===== src/rtl/uart_tx_frame_if.sv =====
// Transmit request/status bundle between a UART client and uart_tx_frame.
interface uart_tx_frame_if;
  logic [7:0] tx_data;
  logic       tx_start;
  logic       tx_busy;
  logic       tx_done;
  logic       tx;

  modport master (output tx_data, tx_start, input tx_busy, tx_done, tx);
  modport slave  (input tx_data, tx_start, output tx_busy, tx_done, tx);
endinterface


===== src/rtl/uart_tx_frame.sv =====
// UART transmitter: start, 8 data bits LSB first, optional parity, 1 stop bit.
// Latency: tx falls on the edge that accepts tx_start; frame is (10 + PARITY_EN) bit times.
// Backpressure: tx_start is ignored (not queued) while tx_busy is high.
module uart_tx_frame #(
  parameter int CLKS_PER_BIT = 434,
  parameter bit PARITY_EN    = 1'b1,
  parameter bit PARITY_ODD   = 1'b0
) (
  input  logic           clk,
  input  logic           rst,
  uart_tx_frame_if.slave tx_if
);

  localparam int CW = $clog2(CLKS_PER_BIT);

  typedef enum logic [2:0] {IDLE, START, DATA, PARITY, STOP} state_t;

  state_t        state_q, state_d;
  logic [CW-1:0] baud_q, baud_d;
  logic [2:0]    bit_q, bit_d;
  logic [7:0]    shift_q, shift_d;
  logic          par_q, par_d;
  logic          tx_q, tx_d;
  logic          busy_q, busy_d;
  logic          done_q, done_d;
  logic          bit_end;

  assign bit_end = (baud_q == CW'(CLKS_PER_BIT - 1));

  always_ff @(posedge clk or negedge rst) begin
    if (!rst) begin
      state_q <= IDLE;
      baud_q  <= '0;
      bit_q   <= '0;
      shift_q <= '0;
      par_q   <= 1'b0;
      tx_q    <= 1'b1;
      busy_q  <= 1'b0;
      done_q  <= 1'b0;
    end else begin
      state_q <= state_d;
      baud_q  <= baud_d;
      bit_q   <= bit_d;
      shift_q <= shift_d;
      par_q   <= par_d;
      tx_q    <= tx_d;
      busy_q  <= busy_d;
      done_q  <= done_d;
    end
  end

  // tx is computed one edge ahead so the pin is a plain flop output.
  always_comb begin
    state_d = state_q;
    baud_d  = baud_q;
    bit_d   = bit_q;
    shift_d = shift_q;
    par_d   = par_q;
    tx_d    = tx_q;
    busy_d  = busy_q;
    done_d  = 1'b0;

    if (state_q != IDLE) begin
      baud_d = bit_end ? '0 : baud_q + CW'(1);
    end

    case (state_q)
      IDLE: begin
        tx_d   = 1'b1;
        busy_d = 1'b0;
        if (tx_if.tx_start) begin
          shift_d = tx_if.tx_data;
          par_d   = (^tx_if.tx_data) ^ PARITY_ODD;
          state_d = START;
          tx_d    = 1'b0;
          busy_d  = 1'b1;
          baud_d  = '0;
        end
      end
      START: begin
        if (bit_end) begin
          state_d = DATA;
          bit_d   = '0;
          tx_d    = shift_q[0];
        end
      end
      DATA: begin
        if (bit_end) begin
          shift_d = {1'b0, shift_q[7:1]};
          if (bit_q == 3'd7) begin
            if (PARITY_EN) begin
              state_d = PARITY;
              tx_d    = par_q;
            end else begin
              state_d = STOP;
              tx_d    = 1'b1;
            end
          end else begin
            bit_d = bit_q + 3'd1;
            tx_d  = shift_q[1];
          end
        end
      end
      PARITY: begin
        if (bit_end) begin
          state_d = STOP;
          tx_d    = 1'b1;
        end
      end
      STOP: begin
        if (bit_end) begin
          state_d = IDLE;
          tx_d    = 1'b1;
          busy_d  = 1'b0;
          done_d  = 1'b1;
        end
      end
      default: begin
        state_d = IDLE;
        tx_d    = 1'b1;
        busy_d  = 1'b0;
      end
    endcase
  end

  assign tx_if.tx      = tx_q;
  assign tx_if.tx_busy = busy_q;
  assign tx_if.tx_done = done_q;

endmodule


===== src/flat_wrapper.sv =====
// flat-port wrapper written by rule: the top's interface ports become plain ports
module uart_tx_frame_flat 
#(
  parameter int CLKS_PER_BIT = 434,
  parameter bit PARITY_EN    = 1'b1,
  parameter bit PARITY_ODD   = 1'b0
)
  (clk, rst, tx_if_tx_data, tx_if_tx_start, tx_if_tx_busy, tx_if_tx_done, tx_if_tx);
  uart_tx_frame_if tx_if_i ();
  input  logic clk;
  input  logic rst;
  input wire logic [$bits(tx_if_i.tx_data)-1:0] tx_if_tx_data;
  input wire logic [$bits(tx_if_i.tx_start)-1:0] tx_if_tx_start;
  output wire logic [$bits(tx_if_i.tx_busy)-1:0] tx_if_tx_busy;
  output wire logic [$bits(tx_if_i.tx_done)-1:0] tx_if_tx_done;
  output wire logic [$bits(tx_if_i.tx)-1:0] tx_if_tx;
  assign tx_if_i.tx_data = tx_if_tx_data;
  assign tx_if_i.tx_start = tx_if_tx_start;
  assign tx_if_tx_busy = tx_if_i.tx_busy;
  assign tx_if_tx_done = tx_if_i.tx_done;
  assign tx_if_tx = tx_if_i.tx;
  uart_tx_frame #(.CLKS_PER_BIT(CLKS_PER_BIT), .PARITY_EN(PARITY_EN), .PARITY_ODD(PARITY_ODD)) u_core (.clk(clk), .rst(rst), .tx_if(tx_if_i));
endmodule

===== config.mk =====
export PLATFORM = sky130hd
export DESIGN_NAME = uart_tx_frame_flat
export DESIGN_NICKNAME = d
export VERILOG_FILES = /design/src/rtl/uart_tx_frame_if.sv /design/src/rtl/uart_tx_frame.sv /design/src/flat_wrapper.sv
export SDC_FILE = /design/constraint.sdc
export NUM_CORES = 1
export LEC_CHECK = 0
export BUFFER_PORTS_ARGS = -buffer_cell sky130_fd_sc_hd__buf_4
export CAP_MARGIN = 25
export CORE_ASPECT_RATIO = 0.7
export CORE_MARGIN = 4
export CORE_UTILIZATION = 45
export DETAILED_ROUTE_END_ITERATION = 10
export GPL_ROUTABILITY_DRIVEN = 0
export PLACE_DENSITY_LB_ADDON = 0.08
export SLEW_MARGIN = 10
export SYNTH_ARGS = -nofsm -noshare
export SYNTH_HDL_FRONTEND = slang
export SYNTH_SLANG_ARGS = --single-unit

===== constraint.sdc =====
create_clock -name clk -period 4.37 [get_ports clk]
set_clock_uncertainty 0.05 [all_clocks]
set_input_delay 0.437 -clock clk [delete_from_list [all_inputs] [get_ports clk]]
set_output_delay 0.437 -clock clk [all_outputs]
set_load 0.05 [all_outputs]

# Word-level counts from Yosys, hierarchy flattened

Cells that the tools add are included.

$add $sub $neg: 2
Eq/ne operators: 14
Muxes and demuxes: 28
Bitwise gates (word level): 1
Reductions and logical operators: 13

Operators by type and width:

| cell                                                   | count |
|---|---|
| two-way mux 9 bit                                      | 4 |
| two-way mux 3 bit                                      | 8 |
| two-way mux 8 bit                                      | 2 |
| case mux 8 bit (2 select lines)                        | 1 |
| case mux 3 bit (5 select lines)                        | 1 |
| inequality test 2 x 1 -> 1 bit (second input constant) | 6 |
| adder 9 x 1 -> 9 bit (second input constant)           | 1 |
| == test 9 bit (second input constant)                  | 1 |
| two-way mux 1 bit                                      | 9 |
| parity 8 bit                                           | 1 |
| == test 3 x 2 -> 1 bit (second input constant)         | 2 |
| == test 3 bit (second input constant)                  | 2 |
| case mux 3 bit (2 select lines)                        | 1 |
| AND reduction 3 bit                                    | 2 |
| AND reduction 6 bit                                    | 1 |
| inequality test 2 bit (second input constant)          | 2 |
| case mux 1 bit (4 select lines)                        | 1 |
| AND reduction 2 bit                                    | 2 |
| AND reduction 4 bit                                    | 1 |
| nonzero test 2 bit                                     | 2 |
| adder 3 x 1 -> 3 bit (second input constant)           | 1 |
| == test 3 x 1 -> 1 bit (second input constant)         | 1 |
| logical NOT 3 bit                                      | 1 |
| case mux 1 bit (3 select lines)                        | 1 |
| 4 further kinds                                        | 4 |

Bits in registers: 27

# Depth between registers and ports, before layout

Gate-level depths: netlist of run 1.

Word-level depth: 5
Gate-level depth with buffers: 8
Gate-level depth less buffers: 6

# Worst setup path after synthesis of run 1

Ideal clock, no wire load.

Kind: register to register
Start: reg u_core.baud_q[1]
End: reg u_core.shift_q[0]
Library setup time: 0.125 ns
Arrival time: 1.665 ns
Required time: 4.195 ns
Path slack: 2.530 ns
Cell stages (with the launch flop): 8
Buffers on the path: 1
Path through: dfrtp_1 inv_1 ha_1 and4_1 clkbuf_1 a31oi_1 nor3_4 mux2_2

Word-level cells in the longest chain between the ends: 3

Ends and longest elaborated chain:

| what                                     | RTL line            | source |
|---|---|---|
| start: declaration                       | uart_tx_frame.sv:19 | `logic [CW-1:0] baud_q, baud_d;` |
| start signal: assignment                 | uart_tx_frame.sv:42 | `baud_q <= baud_d;` |
| == test 9 bit                            | uart_tx_frame.sv:28 | `assign bit_end = (baud_q == CW'(CLKS_PER_BIT - 1));` |
| inequality test 2 x 1 -> 1 bit (no line) | n/a                 |  |
| AND reduction 3 bit (no line)            | n/a                 |  |
| end signal: assignment                   | uart_tx_frame.sv:44 | `shift_q <= shift_d;` |
| end: declaration                         | uart_tx_frame.sv:21 | `logic [7:0] shift_q, shift_d;` |

No other way between the ends.
A chain may end at the register's enable or synchronous reset.

# Worst setup path after layout of run 1

Start: reg u_core.state_q[1]
End: reg u_core.shift_q[6]

Word-level cells in the longest chain between the ends: 3
Elaborated cells between the ends (all ways): 7
Those cells by class: eq/ne (3); mux (1); reduce/logical (3)

Ends and longest elaborated chain:

| what                                                               | RTL line            | source |
|---|---|---|
| start: declaration                                                 | uart_tx_frame.sv:18 | `state_t state_q, state_d;` |
| start signal: assignment                                           | uart_tx_frame.sv:41 | `state_q <= state_d;` |
| == test 3 x 2 -> 1 bit / logical NOT 3 bit (equally long branches) | uart_tx_frame.sv:67 | `case (state_q)` |
| inequality test 2 x 1 -> 1 bit (no line) (tied with other cells)   | n/a                 |  |
| AND reduction 3 bit (no line)                                      | n/a                 |  |

Several ways; a longest one is shown, not always the timed one.

==> flow_summary.json, run 1 <==
{
  "run_status": "complete, no violations",
  "routed_via_density": 5.544,
  "p_leak_uw": 0.0007013,
  "min_period_ns": 2.246,
  "ant_nets": 0,
  "final_max_slew_viol_count": 0,
  "r2r-start": "u_core.state_q[1]",
  "layout-drive-gt1-share_pct": 22.64,
  "syn_area_per_cell_sq_um": 10.32,
  "fin_tns_setup_ns": 0,
  "top_level_ports": 14,
  "via_count": 1142,
  "p_int_uw": 429.3,
  "ff2ff_setup_slack_ns": 2.12,
  "period_share_pct": 51.40,
  "powerDensity_nw_per_um2": 368.5,
  "switching_share_pct": 31.89,
  "drt-pass1-iter-count": 4,
  "combPwrFrac_pct": 20.5,
  "final_common_cell": "dfrtp_1",
  "cp_max_fo": 12,
  "synth_ff_type": "dfrtp_1",
  "drt-total-wl_um": 3010,
  "yosysWarnings": 0,
  "nets": 175,
  "ir_worst_vdd_uv": 224.4,
  "synth_edf_count": 0,
  "root_buffer": "clkbuf_8",
  "yosysSeqAreaShare_pct": 44.02,
  "port_buffers": 13,
  "cp-start-kind": "flip-flop",
  "cts_setup_buffers": 0,
  "cts_buffers": 3,
  "layout_common_cells": "dfrtp_1, mux2_2, buf_4",
  "arrival_ns": 2.35,
  "grt_pass1_vias": 1124,
  "floorplan.die_area_sq_um": 4432,
  "clk-insertion-delay-late_ns": 0.27,
  "num_rows": 17,
  "die_h_um": 56.91,
  "grt_max_degree": 28,
  "post_cts_resized": 0,
  "grt-ovfl-total": 0,
  "hp-class": "input port to async pin",
  "grtUsageTotal_pct": 14.47,
  "synth_cells": 149,
  "ys_types": 41,
  "routedWlPerCell_um": 14.61,
  "netSwitchingPower_uw": 201.0,
  "initial_utilization_pct": 47.88,
  "cts.sinks": 27,
  "antenna_found_initial": 0,
  "drtIter0Drc": 62,
  "die_x_um": 77.87,
  "cts_tree": "yes",
  "cap_viol_max_count": 0,
  "holdWs_ns": 0.01335,
  "ys_ff_latch": 27,
  "postCtsHoldBufs": 0,
  "crit_start": "u_core.state_q[1]",
  "antennaDiodeCount": 0,
  "drc": 0,
  "slew_headroom_pct": 40.82,
  "fmax_mhz": 445.2,
  "syn_area_sq_um": 1538,
  "core_sq_um": 3212,
  "rr_worst_depth": 4,
  "dp_hpwl_um": 2220,
  "end_kind": "flip-flop",
  "pwr-share-clk_pct": 22.2,
  "path_class": "flip-flop to flip-flop",
  "finalHoldViolCount": 0,
  "setup_viol": 0,
  "required_ns": 4.48,
  "htreeDepth": 1,
  "endpoint": "u_core.shift_q[6]",
  "async_reset_ff_share_pct": 100.0,
  "area_growth_pct": 11.23,
  "worst_pin_slew_ns": 0.8804,
  "grt_pass1_wl_um": 5147,
  "cts_max_path_buffers": 2,
  "rsz0062_at_grt": "no",
  "p_total_uw": 630.3,
  "r2r_end": "u_core.shift_q[6]",
  "cts.reportedPaths.clkPinSlew_ns": 0.09,
  "synth_fp_nets": 164,
  "power_frac_seq_pct": 57.3
}
-- synthesized netlist by cell type, drive strengths merged (2+ instances only) --
cell type   n  area (sq um)
a211oi      4         30.03
a21o        2         15.01
a21oi       6         30.03
a22o        2         17.52
a31oi       2         12.51
clkbuf      6         23.77
dfrtp      26         650.6
ha          4         50.05
inv         8         30.03
mux2       14         157.7
mux2i       3         30.03
nand2      12         45.04
nand3       6         30.03
nor2        6         22.52
nor3        5         41.29
nor4        2         18.77
nor4b       2         32.53
o21ai       8         40.04
o31ai       3         22.52
o32ai       2         17.52
o41ai       3         26.28
xnor2       9         78.83
-- final cells by class --
cell class,count,area (sq um)
Tap cell,47,58.81
Timing Repair Buffer,13,97.59
Fill cell,308,1501
Inverter,8,30.03
Sequential cell,27,676.9
Clock buffer,4,45.04
Multi-Input combinational cell,107,802.0
-- logic make-up (layout without fill, tap and decap cells) --
family          count (synthesis)  after routing  share of synthesized area [%]
xor+xnor                       10             10                          5.696
compound gates                 34             34                          14.73
buf+inv                        15             25                          3.824
fa+ha+maj                       4              4                          3.255
mux                            17             17                          12.21
simple gates                   42             42                          16.28
flops                          27             27                          44.02
-- state kept, by name (all words and copies together) (netlist names) --
signal / cells
u_core.tx_if.tx_done: 1
u_core.par_q: 1
u_core.shift_q: 8
u_core.bit_q: 3
u_core.tx_if.tx: 1
u_core.state_q: 3
u_core.baud_q: 9
u_core.tx_if.tx_busy: 1
-- how the worst min path moves through the flow --
stage,slack [ns],cells past startpoint,start,endpoint
after global placement,0.32,1,rst,u_core.bit_q[0]
after CTS,0.02,1,rst,u_core.bit_q[0]
after detailed placement,0.33,1,rst,u_core.bit_q[0]
after floorplan,0.09,0,rst,u_core.baud_q[0]
final,0.01,1,rst,u_core.bit_q[0]
after global routing,0.03,1,rst,u_core.shift_q[7]
-- layer usage --
metal  share of wire, %  GRT usage, %  vias up
li1                   -             -      572
met1                 51         20.84      548
met2                 45         21.95       20
met3                3.9         3.686        2
met4               0.40         3.046        0
met5                  0             0        -
-- power groups by stage --
stage | logic [uW] | clock network [uW] | registers, uW
final | 129 | 140 | 361
after detailed placement | 130 | 0 | 363
after CTS | 131 | 147 | 359
after floorplan | 91.5 | 0 | 355
after global placement | 124 | 0 | 363
after global routing | 146 | 158 | 369
-- critical path, stage by stage (launching register included) --
cell and delay [ns]:
dfrtp_1 0.58, inv_1 0.17, nor3_1 0.67, mux2_2 0.41, mux2_2 0.26
-- stage by stage --
stage	cells	utilization (%)	setup WS, ns	instance area, sq um
CTS	206	53.25	2.099	1710
detailed placement	202	51.85	2.107	1665
global route	206	53.25	1.964	1710
floorplan	149	-	2.530	1538
global placement	202	51.85	2.218	1665
finish	206	53.25	2.124	1710
Note: power is estimated with default switching activity, not from simulation.
==> run 2, diff against run 1 <==
==> constraint.sdc (replaced) <==
create_clock -name clk -period 2.3 [get_ports clk]
set_clock_uncertainty 0.05 [all_clocks]
set_input_delay 0.23 -clock clk [delete_from_list [all_inputs] [get_ports clk]]
set_output_delay 0.23 -clock clk [all_outputs]
set_load 0.05 [all_outputs]
==> run 2 against run 1 <==
Against the previous run: total power increased by 90%; setup slack got worse by 1.8 ns; largest power group unchanged; routed wire length increased by 3.2%; clock power increased by 89%; global-route usage increased by 1.2 points; largest cell class unchanged; sequential power increased by 90%; cell area increased by 2.0%; sequential cell count unchanged; critical path depth unchanged.
==> flow_summary.json, run 2 (synthesized netlist as in run 1, its figures left out) <==
{
  "via_count": 1174,
  "final_common_cell": "dfrtp_1",
  "port_buffers": 13,
  "largest-register": "u_core.baud_q",
  "top_layer": "met4",
  "initial_utilization_pct": 47.88,
  "drt-pass1-iter-count": 4,
  "antenna_found_initial": 0,
  "ir_worst_vdd_uv": 363.0,
  "cts_max_path_buffers": 2,
  "final_max_slew_viol_count": 0,
  "dp_hpwl_um": 2327,
  "worst_pin_slew_ns": 0.6871,
  "fin_area_sq_um": 1744,
  "cts_buffers": 3,
  "layout-drive-gt1-share_pct": 24.54,
  "htreeDepth": 1,
  "p_leak_uw": 0.0007246,
  "grtUsageTotal_pct": 15.65,
  "hp-class": "input port to flip-flop",
  "route.met3.wl_um": 158,
  "root_buffer": "clkbuf_8",
  "fin_tns_setup_ns": 0,
  "antennaDiodeCount": 0,
  "rr_worst_depth": 4,
  "rsz0062_at_grt": "no",
  "nets": 179,
  "clk-insertion-delay-late_ns": 0.27,
  "area_growth_pct": 13.43,
  "finalHoldViolCount": 0,
  "num_rows": 17,
  "wl_met2_um": 1412,
  "routed_via_density": 5.590,
  "slew_headroom_pct": 54.19,
  "ant_nets": 0,
  "largest_register_ff_count": 9,
  "drt-total-wl_um": 3106,
  "drc": 0,
  "dp.cells": 205,
  "cap_viol_max_count": 0,
  "setup_viol": 0,
  "period_share_pct": 87.33,
  "grt_pass1_wl_um": 5492,
  "cts.reportedPaths.clkPinSlew_ns": 0.09,
  "min_period_ns": 2.009,
  "grt_pass1_vias": 1093,
  "arrival_ns": 2.11,
  "top_level_ports": 14,
  "run_status": "complete, no violations",
  "grt_max_degree": 28,
  "end_kind": "flip-flop",
  "required_ns": 2.40,
  "floorplan.die_area_sq_um": 4432,
  "cp_max_fo": 8,
  "grt-ovfl-total": 0,
  "drtIter0Drc": 98,
  "routedWlPerCell_um": 14.79,
  "stdcell_count": 210,
  "powerDensity_nw_per_um2": 686.2,
  "holdPathStages": 2,
  "die_x_um": 77.87,
  "cts.sinks": 27,
  "drt-met1-wl_um": 1521,
  "layout_common_cells": "dfrtp_1, buf_4, mux2_2",
  "cts_tree": "yes",
  "cts_setup_buffers": 0,
  "fmax_mhz": 497.8,
  "die_h_um": 56.91,
  "reg_top3": "u_core.baud_q: 9 flops, u_core.shift_q: 8 flops",
  "core_sq_um": 3212,
  "place_area_sq_um": 1688,
  "cp-start-kind": "flip-flop",
  "path_class": "flip-flop to flip-flop"
}
[run 2: changes by cell type in the layout (fill, tap and decap cells not counted)]
cell / change
dlygate4sd3_1: +1
buf_4: +3
clkbuf_1: -1
clkinv_2: +1
[run 2: layout make-up]
class / instances / area (sq um)
Inverter: 8 / 30.03
Multi-Input combinational cell: 107 / 802.0
Timing Repair Buffer: 17 / 130.1
Tap cell: 47 / 58.81
Clock buffer: 3 / 41.29
Sequential cell: 27 / 676.9
Fill cell: 289 / 1468
Clock inverter: 1 / 5.005
[run 2: path summary, 6_finish.rpt]
| kind | start | endpoint | slack, ns |
|---|---|---|---|
| max in group asynchronous | rst | u_core.tx_if.tx | 1.56 |
| worst max register to register | u_core.baud_q[6] | u_core.shift_q[3] | 0.29 |
| worst min-delay path | tx_if_tx_start | u_core.tx_if.tx | 0.11 |
| worst min register to register | u_core.bit_q[0] | u_core.bit_q[0] | 0.45 |
| worst max-delay path | u_core.baud_q[6] | u_core.shift_q[3] | 0.29 |
| min in group asynchronous | rst | u_core.bit_q[2] | 0.34 |
[run 2: per-layer routing]
metal	track usage, %	vias up
li1	-	570
met1	23.12	574
met2	23.54	28
met3	4.006	2
met4	2.284	0
met5	0	-
[run 2: stage by stage]
stage / total power [uW] / hold WS, ns / worst slack, ns / utilization [%]
5_1_grt: 1269 / 0.1184 / 0.1849 / 54.30
3_3_place_gp: 926.7 / 0.1142 / 0.4029 / 52.55
4_1_cts: 1201 / 0.1130 / 0.2756 / 54.30
3_5_place_dp: 937.9 / 0.1147 / 0.3029 / 52.55
6_report: 1197 / 0.1139 / 0.2913 / 54.30
2_1_floorplan: 848.3 / -0.1156 / 0.4601 / -
[run 2: critical path, cell delays in order (launching register included)]
cell	delay [ns]
dfrtp_1	0.46
nor4b_4	0.43
a31oi_1	0.21
nor3_4	0.36
mux2_2	0.39
[run 2: repair_timing]
item | in CTS | in global routing
endpoints found under the hold margin | 26 | 0
resized for setup | 0 | 0
hold buffers | 1 | 0
[run 2: report_power, final]
part           internal (uW)  total, uW  switching (uW)
registers                564        686             122
logic                    129        247             118
clock network            121        264             142
total                    814       1200             383
==> run 3, diff against run 2 <==
==> constraint.sdc (replaced) <==
create_clock -name clk -period 1.75 [get_ports clk]
set_clock_uncertainty 0.05 [all_clocks]
set_input_delay 0.175 -clock clk [delete_from_list [all_inputs] [get_ports clk]]
set_output_delay 0.175 -clock clk [all_outputs]
set_load 0.05 [all_outputs]
==> run 3 against run 2 <==
Against the previous run: sequential share of layout area fell by 6.1 points; clock-buffer cell count did not move; sequential cell count did not move; final cell count rose by 11%; routed wire length rose by 16%; die area did not move; critical path depth rose by 2; clock power rose by 36%; total power rose by 46%.
==> flow_summary.json, run 3 (synthesized netlist as in run 1, its figures left out) <==
{
  "run_status": "complete, no violations",
  "grtUsageTotal_pct": 17.60,
  "grt_pass1_vias": 1345,
  "min_period_ns": 1.748,
  "cts.sinks": 27,
  "ant_nets": 0,
  "routedWlPerCell_um": 15.38,
  "die_h_um": 56.91,
  "largest-register": "u_core.baud_q",
  "largest_register_ff_count": 9,
  "htreeDepth": 1,
  "final_common_cell": "buf_4",
  "initial_utilization_pct": 47.88,
  "clk-insertion-delay-late_ns": 0.28,
  "num_rows": 17,
  "final_max_slew_viol_count": 0,
  "port_buffers": 13,
  "worst_pin_slew_ns": 0.3903,
  "top_layer": "met4",
  "finalHoldViolCount": 0,
  "path_class": "flip-flop to flip-flop",
  "slew_headroom_pct": 73.61,
  "cts_max_path_buffers": 2,
  "routed_via_density": 5.342,
  "drtIter0Drc": 56,
  "required_ns": 1.87,
  "end_kind": "flip-flop",
  "ir_worst_vdd_uv": 758.4,
  "layout-drive-gt1-share_pct": 43.85,
  "nets": 203,
  "grt_pass1_wl_um": 6285,
  "core_sq_um": 3212,
  "holdWs_ns": 0.06443,
  "drt-met1-wl_um": 1745,
  "rsz0062_at_grt": "yes",
  "drt-total-wl_um": 3600,
  "p_total_uw": 1750,
  "antennaDiodeCount": 0,
  "area_growth_pct": 34.74,
  "powerDensity_nw_per_um2": 844.5,
  "fin_area_sq_um": 2072,
  "cts.reportedPaths.clkPinSlew_ns": 0.10,
  "place_area_sq_um": 1853,
  "setup_viol": 0,
  "route.met3.wl_um": 166,
  "grt-ovfl-total": 0,
  "reg_top3": "u_core.baud_q: 9 flops, u_core.shift_q: 8 flops",
  "drc": 0,
  "arrival_ns": 1.86,
  "hp-class": "input port to flip-flop",
  "cts_buffers": 3,
  "grt_max_degree": 28,
  "dp_slack_ns": -0.02948,
  "finalWorstSetupSlack_ns": 0.001979,
  "drt-pass1-iter-count": 4,
  "root_buffer": "clkbuf_8",
  "wl_met2_um": 1680,
  "via_count": 1250,
  "cp_max_fo": 5,
  "dp_hpwl_um": 2563,
  "rr_worst_depth": 6,
  "period_share_pct": 99.89,
  "floorplan.die_area_sq_um": 4432,
  "cts_tree": "yes",
  "p_leak_uw": 0.0008836,
  "holdPathStages": 2,
  "die_x_um": 77.87,
  "layout_common_cells": "buf_4, dfrtp_1, mux2_2",
  "antenna_found_initial": 0,
  "top_level_ports": 14,
  "fmax_mhz": 572.1,
  "cp-start-kind": "flip-flop",
  "cap_viol_max_count": 0
}
==> run 3: changes by cell type in the layout (fill, tap and decap cells not counted), moves of 2 or more <==
cell / before / now
buf_6: 0 / 3
a21oi_2: 0 / 2
o41ai_2: 0 / 2
o31ai_1: 3 / 1
buf_4: 16 / 36
o41ai_1: 3 / 0
ha_4: 0 / 2
ha_1: 4 / 1
a21oi_1: 6 / 4
==> run 3: final timing paths <==
path | start | to | slack (ns)
max in group asynchronous | rst | u_core.tx_if.tx | 1.05
worst min-delay path | tx_if_tx_start | u_core.tx_if.tx | 0.06
worst max-delay path | u_core.baud_q[3] | u_core.baud_q[3] | 0.002
worst min register to register | u_core.shift_q[4] | u_core.shift_q[4] | 0.46
worst max register to register | u_core.baud_q[3] | u_core.baud_q[3] | 0.002
min in group asynchronous | rst | u_core.bit_q[2] | 0.30
==> run 3: power breakdown <==
part	internal (uW)	switching, uW
sequential	741	94.1
clock	160	200
combinational	285	270
==> run 3: what timing repair did <==
action	CTS	global route
resized for setup	6	24
endpoints found under the hold margin	26	0
setup buffers	1	0
cloned	0	1
hold buffers	1	0
setup endpoints to repair	11	20
pin swaps	4	2
==> run 3: layout make-up <==
class	count	area, sq um
Fill cell	255	1140
Multi-Input combinational cell	107	940.9
Sequential cell	27	676.9
Timing Repair Buffer	41	319.1
Tap cell	47	58.81
Clock buffer	3	41.29
Inverter	8	30.03
Clock inverter	1	5.005
==> run 3: metrics by stage <==
stage / util, % / setup TNS [ns] / cells
floorplan: - / -0.6183 / 149
global placement: 57.69 / -0.1243 / 227
detailed placement: 57.69 / -0.1310 / 227
CTS: 60.38 / -0.006828 / 233
global route: 64.51 / -0.2915 / 234
finish: 64.51 / 0 / 234
==> run 3: critical path, stage by stage (launching register included) <==
cell and delay (ns):
dfrtp_1 0.41, nor4b_4 0.38, buf_4 0.22, a21oi_2 0.08, buf_6 0.14, a21o_1 0.14
a22o_1 0.22
==> run 3: metal layers <==
layer  track usage, %  vias up
li1                 -      618
met1            24.20      599
met2            28.17       31
met3            4.327        2
met4            3.807        0
met5                0        -
